===== config.mk =====
export PLATFORM = sky130hd
export DESIGN_NAME = uart_cmd_rx_flat
export DESIGN_NICKNAME = d
export VERILOG_FILES = /design/src/rtl/uart_cmd_rx_if.sv /design/src/rtl/uart_cmd_rx.sv /design/src/flat_wrapper.sv
export SDC_FILE = /design/constraint.sdc
export NUM_CORES = 1
export LEC_CHECK = 0
export ABC_AREA = 1
export CAP_MARGIN = 5
export CORE_UTILIZATION = 25
export CTS_CLUSTER_DIAMETER = 80
export CTS_CLUSTER_SIZE = 14
export DETAILED_ROUTE_END_ITERATION = 8
export PLACE_DENSITY = 0.39
export SLEW_MARGIN = 20
export SYNTH_ARGS = -nofsm -noshare
export SYNTH_HDL_FRONTEND = slang
export SYNTH_SLANG_ARGS = --single-unit

===== constraint.sdc =====
create_clock -name clk -period 3.1 [get_ports clk]
set_input_delay 0.93 -clock clk [delete_from_list [all_inputs] [get_ports clk]]
set_output_delay 0.93 -clock clk [all_outputs]
set_load 0.01 [all_outputs]

===== src/rtl/uart_cmd_rx_if.sv =====
// Command handshake bundle between the UART command receiver
// and the command decoder.
interface uart_cmd_rx_if;
   logic [15:0] cmd_out;
   logic        cmd_vld;
   logic        cmd_rdy;

   modport master (
      output cmd_out,
      output cmd_vld,
      input  cmd_rdy
   );

   modport slave (
      input  cmd_out,
      input  cmd_vld,
      output cmd_rdy
   );
endinterface


===== src/rtl/uart_cmd_rx.sv =====
// Two-frame UART command receiver: 8O1 frames, high byte first,
// with parity, framing, inter-byte timeout and overrun flags.
module uart_cmd_rx #(
   parameter int CLKS_PER_BIT = 16,
   parameter int TIMEOUT_BITS = 32
) (
   input  logic clk,
   input  logic rst_n,
   input  logic rx,
   uart_cmd_rx_if.master cmd,
   output logic parity_err,
   output logic frame_err,
   output logic timeout_err,
   output logic overrun
);

   localparam int HALF = CLKS_PER_BIT / 2;
   localparam int TO   = TIMEOUT_BITS * CLKS_PER_BIT;
   localparam int CW   = $clog2(CLKS_PER_BIT + 1);
   localparam int TW   = $clog2(TO + 1);

   typedef enum logic [2:0] {
      IDLE, START, DATA, PARITY, STOP, GAP, BRK
   } state_t;

   state_t state, nxt;

   logic          rx_m, rx_s, rx_d;
   logic [1:0]    fill;
   logic [CW-1:0] cnt;
   logic [TW-1:0] tcnt;
   logic [2:0]    bidx;
   logic [7:0]    shreg, byte0;
   logic          par_ok, byte_idx;

   logic fell, tick, texp;
   logic ld_half, ld_bit, shift, chk_par;
   logic st_b0, done, clr_idx;
   logic pe, fe, te;

   // rx_d stays low until the sync chain holds real pin values,
   // so a line already low at reset release is not a start edge
   always_ff @(posedge clk or negedge rst_n) begin
      if (!rst_n) begin
         rx_m <= 1'b1;
         rx_s <= 1'b1;
         rx_d <= 1'b0;
         fill <= 2'b00;
      end else begin
         rx_m <= rx;
         rx_s <= rx_m;
         fill <= {fill[0], 1'b1};
         rx_d <= fill[1] ? rx_s : 1'b0;
      end
   end

   assign fell = rx_d & ~rx_s;
   assign tick = (cnt == '0);
   assign texp = (tcnt == '0);

   always_ff @(posedge clk or negedge rst_n) begin
      if (!rst_n) state <= IDLE;
      else        state <= nxt;
   end

   always_comb begin
      nxt     = state;
      ld_half = 1'b0;
      ld_bit  = 1'b0;
      shift   = 1'b0;
      chk_par = 1'b0;
      st_b0   = 1'b0;
      done    = 1'b0;
      clr_idx = 1'b0;
      pe      = 1'b0;
      fe      = 1'b0;
      te      = 1'b0;
      unique case (state)
         IDLE: begin
            if (fell) begin
               nxt     = START;
               ld_half = 1'b1;
            end
         end
         START: begin
            if (tick) begin
               if (rx_s) begin
                  nxt = IDLE;
               end else begin
                  nxt    = DATA;
                  ld_bit = 1'b1;
               end
            end
         end
         DATA: begin
            if (tick) begin
               shift  = 1'b1;
               ld_bit = 1'b1;
               if (bidx == 3'd7) nxt = PARITY;
            end
         end
         PARITY: begin
            if (tick) begin
               chk_par = 1'b1;
               ld_bit  = 1'b1;
               nxt     = STOP;
            end
         end
         STOP: begin
            if (tick) begin
               unique case (1'b1)
                  !rx_s: begin
                     fe      = 1'b1;
                     clr_idx = 1'b1;
                     nxt     = BRK;
                  end
                  rx_s && !par_ok: begin
                     pe      = 1'b1;
                     clr_idx = 1'b1;
                     nxt     = IDLE;
                  end
                  rx_s && par_ok && !byte_idx: begin
                     st_b0 = 1'b1;
                     nxt   = GAP;
                  end
                  default: begin
                     done    = 1'b1;
                     clr_idx = 1'b1;
                     nxt     = IDLE;
                  end
               endcase
            end
         end
         // expiry wins over a coincident start edge
         GAP: begin
            if (texp) begin
               te      = 1'b1;
               clr_idx = 1'b1;
               nxt     = IDLE;
            end else if (fell) begin
               nxt     = START;
               ld_half = 1'b1;
            end
         end
         BRK: begin
            if (rx_s) nxt = IDLE;
         end
         default: nxt = IDLE;
      endcase
   end

   always_ff @(posedge clk or negedge rst_n) begin
      if (!rst_n) begin
         cnt      <= '0;
         tcnt     <= '0;
         bidx     <= 3'd0;
         shreg    <= 8'h00;
         byte0    <= 8'h00;
         par_ok   <= 1'b0;
         byte_idx <= 1'b0;
      end else begin
         if (ld_half)        cnt <= CW'(HALF - 1);
         else if (ld_bit)    cnt <= CW'(CLKS_PER_BIT - 1);
         else if (!tick)     cnt <= cnt - 1'b1;
         if (st_b0)          tcnt <= TW'(TO - 1);
         else if (state == GAP && !texp)
            tcnt <= tcnt - 1'b1;
         if (shift)          bidx <= bidx + 3'd1;
         else if (state != DATA)
            bidx <= 3'd0;
         if (shift)          shreg <= {rx_s, shreg[7:1]};
         if (chk_par)        par_ok <= ^{shreg, rx_s};
         if (st_b0)          byte0 <= shreg;
         if (clr_idx)        byte_idx <= 1'b0;
         else if (st_b0)     byte_idx <= 1'b1;
      end
   end

   always_ff @(posedge clk or negedge rst_n) begin
      if (!rst_n) begin
         cmd.cmd_out <= 16'h0000;
         cmd.cmd_vld <= 1'b0;
         parity_err  <= 1'b0;
         frame_err   <= 1'b0;
         timeout_err <= 1'b0;
         overrun     <= 1'b0;
      end else begin
         parity_err  <= pe;
         frame_err   <= fe;
         timeout_err <= te;
         overrun     <= done & cmd.cmd_vld & ~cmd.cmd_rdy;
         if (done && (!cmd.cmd_vld || cmd.cmd_rdy)) begin
            cmd.cmd_out <= {byte0, shreg};
            cmd.cmd_vld <= 1'b1;
         end else if (cmd.cmd_vld && cmd.cmd_rdy) begin
            cmd.cmd_vld <= 1'b0;
         end
      end
   end

endmodule


===== src/flat_wrapper.sv =====
// flat-port wrapper written by rule: the top's interface ports become plain ports
module uart_cmd_rx_flat 
#(
   parameter int CLKS_PER_BIT = 16,
   parameter int TIMEOUT_BITS = 32
)
  (clk, rst_n, rx, parity_err, frame_err, timeout_err, overrun, cmd_cmd_out, cmd_cmd_vld, cmd_cmd_rdy);
  uart_cmd_rx_if cmd_i ();
  input  logic clk;
  input  logic rst_n;
  input  logic rx;
  output logic parity_err;
  output logic frame_err;
  output logic timeout_err;
  output logic overrun;
  output wire logic [$bits(cmd_i.cmd_out)-1:0] cmd_cmd_out;
  output wire logic [$bits(cmd_i.cmd_vld)-1:0] cmd_cmd_vld;
  input wire logic [$bits(cmd_i.cmd_rdy)-1:0] cmd_cmd_rdy;
  assign cmd_cmd_out = cmd_i.cmd_out;
  assign cmd_cmd_vld = cmd_i.cmd_vld;
  assign cmd_i.cmd_rdy = cmd_cmd_rdy;
  uart_cmd_rx #(.CLKS_PER_BIT(CLKS_PER_BIT), .TIMEOUT_BITS(TIMEOUT_BITS)) u_core (.clk(clk), .rst_n(rst_n), .rx(rx), .cmd(cmd_i), .parity_err(parity_err), .frame_err(frame_err), .timeout_err(timeout_err), .overrun(overrun));
endmodule

Yosys cells after proc, flatten, opt, wreduce, memory -nomap -nowiden
Cells that the tools add are included. W data, S select, Z words.

Register bits after elaboration: 65. Latch bits: 0. Bits in writable memories: 0. ROM bits: 0. Bits of input ports: 4. Output and inout port bits: 21. Logic and storage cells: 111. Memories kept: 0.

$add $sub $neg: 3. Multiply operators: 0. Div/mod/pow operators: 0. Magnitude comparators: 0. Equality and inequality tests: 15. Shift operators: 0. Muxes and demuxes: 47. Bitwise gates (word level): 5. Reduce and logical (&&, ||, !) cells: 23.

Operators with widths (count): $mux W3 (10); $mux W1 (26); $pmux W3 S7 (1); $mux W10 (2); $mux W5 (3); $eq A3 B3 Y1 const B (4); $ne A2 B1 Y1 const B (6); $logic_not A10 Y1 (1); $sub A10 B1 Y10 const B (1); $reduce_xor A9 Y1 (1); $reduce_bool A2 Y1 (4); $eq A3 B2 Y1 const B (2); $logic_and A1 B1 Y1 (6); $pmux W1 S2 (3); $pmux W3 S2 (1); $reduce_and A6 Y1 (1); $logic_not A1 Y1 (5); $logic_not A5 Y1 (1); $sub A5 B1 Y5 const B (1); $add A3 B1 Y3 const B (1); $and A1 B1 Y1 (3); $eq A3 B1 Y1 const B (1); $logic_not A3 Y1 (1); $ne A3 B2 Y1 const B (1); 6 further kinds (7).

Depth between registers and ports, before layout
Word-level depth: 8. Depth in mapped cells: 10. Gate-level depth less buffers: 10.

Least setup slack after synthesis
OpenSTA, ideal clock, no wires.

Path kind: reg-to-reg. Start point: reg u_core.cnt[0]. End point: reg u_core.cmd.cmd_out[7]. Library setup time: 0.120 ns. Data arrival time: 1.498 ns. Data required time: 2.980 ns. Path slack: 1.482 ns. Stages on the path, launching flop included: 11. Path buffers: 1. Clock period less this slack: 1.618 ns. Cell sequence: dfrtp_1 -> inv_1 -> ha_1 -> nand3_4 -> nor2_8 -> nand2_4 -> nor2_8 -> nand2_4 -> buf_6 -> nand2_2 -> o21ai_2.

Word-level cells in the longest chain between the ends: 4.

Ends and longest elaborated chain: from (decl) (line uart_cmd_rx.sv:30) `logic [CW-1:0] cnt;`; from (signal assigned) (line uart_cmd_rx.sv:162) `if (ld_half) cnt <= CW'(HALF - 1);`; from (signal assigned) (line uart_cmd_rx.sv:163) `else if (ld_bit) cnt <= CW'(CLKS_PER_BIT - 1);`; from (signal assigned) (line uart_cmd_rx.sv:164) `else if (!tick) cnt <= cnt - 1'b1;`; $logic_not A5 Y1 (line uart_cmd_rx.sv:58) `assign tick = (cnt == '0);`; $mux W1 (line uart_cmd_rx.sv:110) `if (tick) begin`; $mux W1 (line uart_cmd_rx.sv:78) `unique case (state)`; $logic_and A1 B1 Y1 (line uart_cmd_rx.sv:192) `if (done && (!cmd.cmd_vld || cmd.cmd_rdy)) begin`; to (signal assigned) (line uart_cmd_rx.sv:193) `cmd.cmd_out <= {byte0, shreg};`; to (decl) (line uart_cmd_rx_if.sv:9) `output cmd_out,`.

Every way passes these cells. A chain may end at the register's enable or synchronous reset.

Worst setup path after layout
Start point: reg u_core.cmd.cmd_out[0]. End point: out cmd_cmd_out[0].

RTL lines: to (decl) (line flat_wrapper.sv:16) `output wire logic [$bits(cmd_i.cmd_out)-1:0] cmd_cmd_out;`.

No word-level cell between the ends.

==> flow_summary.ini <==
[finish]
multi_input_area_sq_um = 1300
drive_gt1_share_pct = 12.0
fin_util_pct = 31.8
design_area_sq_um = 3850
area_growth_pct = 22.8
final_nets = 402
diodes = 0
stdcell_count = 567
regArea_sq_um = 1630
n_fill_cell = 1299

[floorplanning]
die-area_sq_um = 13000
die_x_um = 114
initial_core_util_pct = 25.9
core_sq_um = 12100
pin_count = 25
rows = 40
die_h_um = 114

[clock_network]
cts_buffers = 9
cts_resized = 0
clock_latency_ns = 0.33
htreeDepth = 3
postCtsSetupRepairBufs = 0
cts_buffer_depth = 2
holdBufCountCts = 0
cts.sinks = 65
cts-root-buf = clkbuf_16
cts_tree = done
clk_pin_slew_ns = 0.05

[synthesis]
syn_nets = 373
synth_cells = 365
synth_top_area_share_pct = 50.3
synth.area.top_cells = dfrtp_1 50%, nand2_1 13%, nand3_1 5.7%, inv_1 4.3%, o21ai_0 3.5%
ys.flop_type = dfrtp_1
yosys-top-cells-count = 108 x nand2_1, 63 x dfrtp_1, 36 x inv_1, 36 x nand3_1
yosysMostFrequentCell = nand2_1
synthesis.area_sq_um = 3130
yosys_register_bits = 65
post_synth_num_cell_types = 31
syn_avg_cell_area_sq_um = 8.59
async_reset_ff_share_pct = 100
yosys.area.top_type = dfrtp_1
ys_seq_area_share_pct = 52.0
synth_edf_count = 0
ys_warn_count = 0

[routing]
post_drt_wl_per_cell_um = 11.6
drt-initial-drc-count = 158
routed_wl_mm = 6.59
drtAntennaViolNets = 0
via_count = 2402
drc = 0
viasPerCell = 4.24
firstDrtPassIters = 6

[timing]
finalHoldViolCount = 0
period_needed_ns = 2.19
slew_viol_final = 0
tns_ns = 0
layout_setup_ws_ns = 0.912
max-slew-margin-rel_pct = 65.6
skew_ns = 0.00411
worst_pin_slew_ns = 0.516
fin_crit_sh_pct = 70.6
worst_hold_slack_ns = 0.349
setup_viol = 0
rsz0062_at_grt = false
max_freq_mhz = 457

[critical_path]
setup.reg_to_reg.worst_slack_ns = 1.24
critPathKind = reg2out
crit_start = u_core.cmd.cmd_out[0]
startpoint_type = register
path_max_fanout = 2
r2r_start = u_core.cnt[0]
slowest_stage = clkdlybuf4s50_1
crit_buf_inv = 1
crit_arrival_ns = 1.26
end_kind = output port
worstPathRequired_ns = 2.17
cpPeakStageDelay_ns = 0.55
cp_cell_sequence = clkdlybuf4s50_1
crit_family = buffers and inverters

[placed_design]
dpl-instance-area_sq_um = 3550
pre_cts_slack_ns = 0.766
gp_congestion = 0.739
numPortBuffers = 24
dp.cells = 551
dpl.hpwl_mm = 4.69

[global_routing]
track_usage_pct = 11.6
grt_pass1_wl_mm = 11.5
grt-ovfl-total = 0
grt_max_degree = 46
antenna_found_initial = 0
first_global_vias = 2340

[power]
max-vdd-ir-drop_v = 0.000217
pwr_density_cell_nw_per_um2 = 749
leakagePower_nw = 1.90
total_power_mw = 2.88

[run]
drv_cap = 0

[hold_path]
hold_path_class = reg2reg
min_from = u_core.fill[0]

[outcome]
outcome = finished, final reports clean
metal layers:
metal / routed length (um) / global-route usage [%]
met1: 3390 / 15.5
met2: 2860 / 17.2
met3: 189 / 2.87
met4: 147 / 5.97
met5: 0 / 0
flip-flops by register name (all words and copies together) (netlist names), 2 cells and up:
register and count:
u_core.fill 2, u_core.byte0 8, u_core.state 3, u_core.bidx 3, u_core.shreg 8, u_core.cmd.cmd_out 16, u_core.cnt 5, u_core.tcnt 10
cell families (layout without fill, tap and decap cells):
family	Yosys count	after routing	share of synthesized area (%)
other	1	1	0.120
adder cells (fa/ha/maj)	4	4	1.60
AO/OA/AOI/OAI	50	50	9.46
buffers and inverters	47	81	6.51
AND/OR/NAND/NOR	190	190	28.1
flip-flops	65	65	52.0
XOR/XNOR	8	8	2.24
path summary, 6_finish.rpt:
kind                                   endpoint  cells after the start
worst max-delay path             cmd_cmd_out[0]                      1
worst min-delay path             u_core.fill[1]                      0
worst max register to register  u_core.state[2]                      8
worst min register to register   u_core.fill[1]                      0
max in group asynchronous        u_core.tcnt[4]                      2
min in group asynchronous        u_core.fill[1]                      1
power by group:
group / internal, mW / switching (mW)
combinational: 0.304 / 0.508
sequential: 0.946 / 0.101
clock: 0.641 / 0.381
total: 1.89 / 0.990
layout make-up:
class | count | share of cell area [%]
multi-input combinational | 253 | 33.8
sequential | 65 | 42.3
clock inverter | 5 | 1.43
clock buffer | 11 | 6.31
timing repair buffer | 26 | 6.83
inverter | 39 | 3.80
tap | 168 | 5.46
placed cells by master (no fill, tap or decap), drive strengths merged, types with 2 or more instances in the layout:
master	synthesis	final
buf	7	3
ha	4	4
a21oi	7	7
dfrtp	63	63
xor2	4	4
clkinvlp	0	2
xnor2	4	4
inv	39	39
nor2	25	25
clkbuf	1	11
nor3	3	3
clkdlybuf4s50	0	23
nand2	117	117
dfstp	2	2
clkinv	0	2
a22o	2	2
nand4	5	5
nand3	39	39
o21ai	39	39
(Power assumes the default switching activity.)
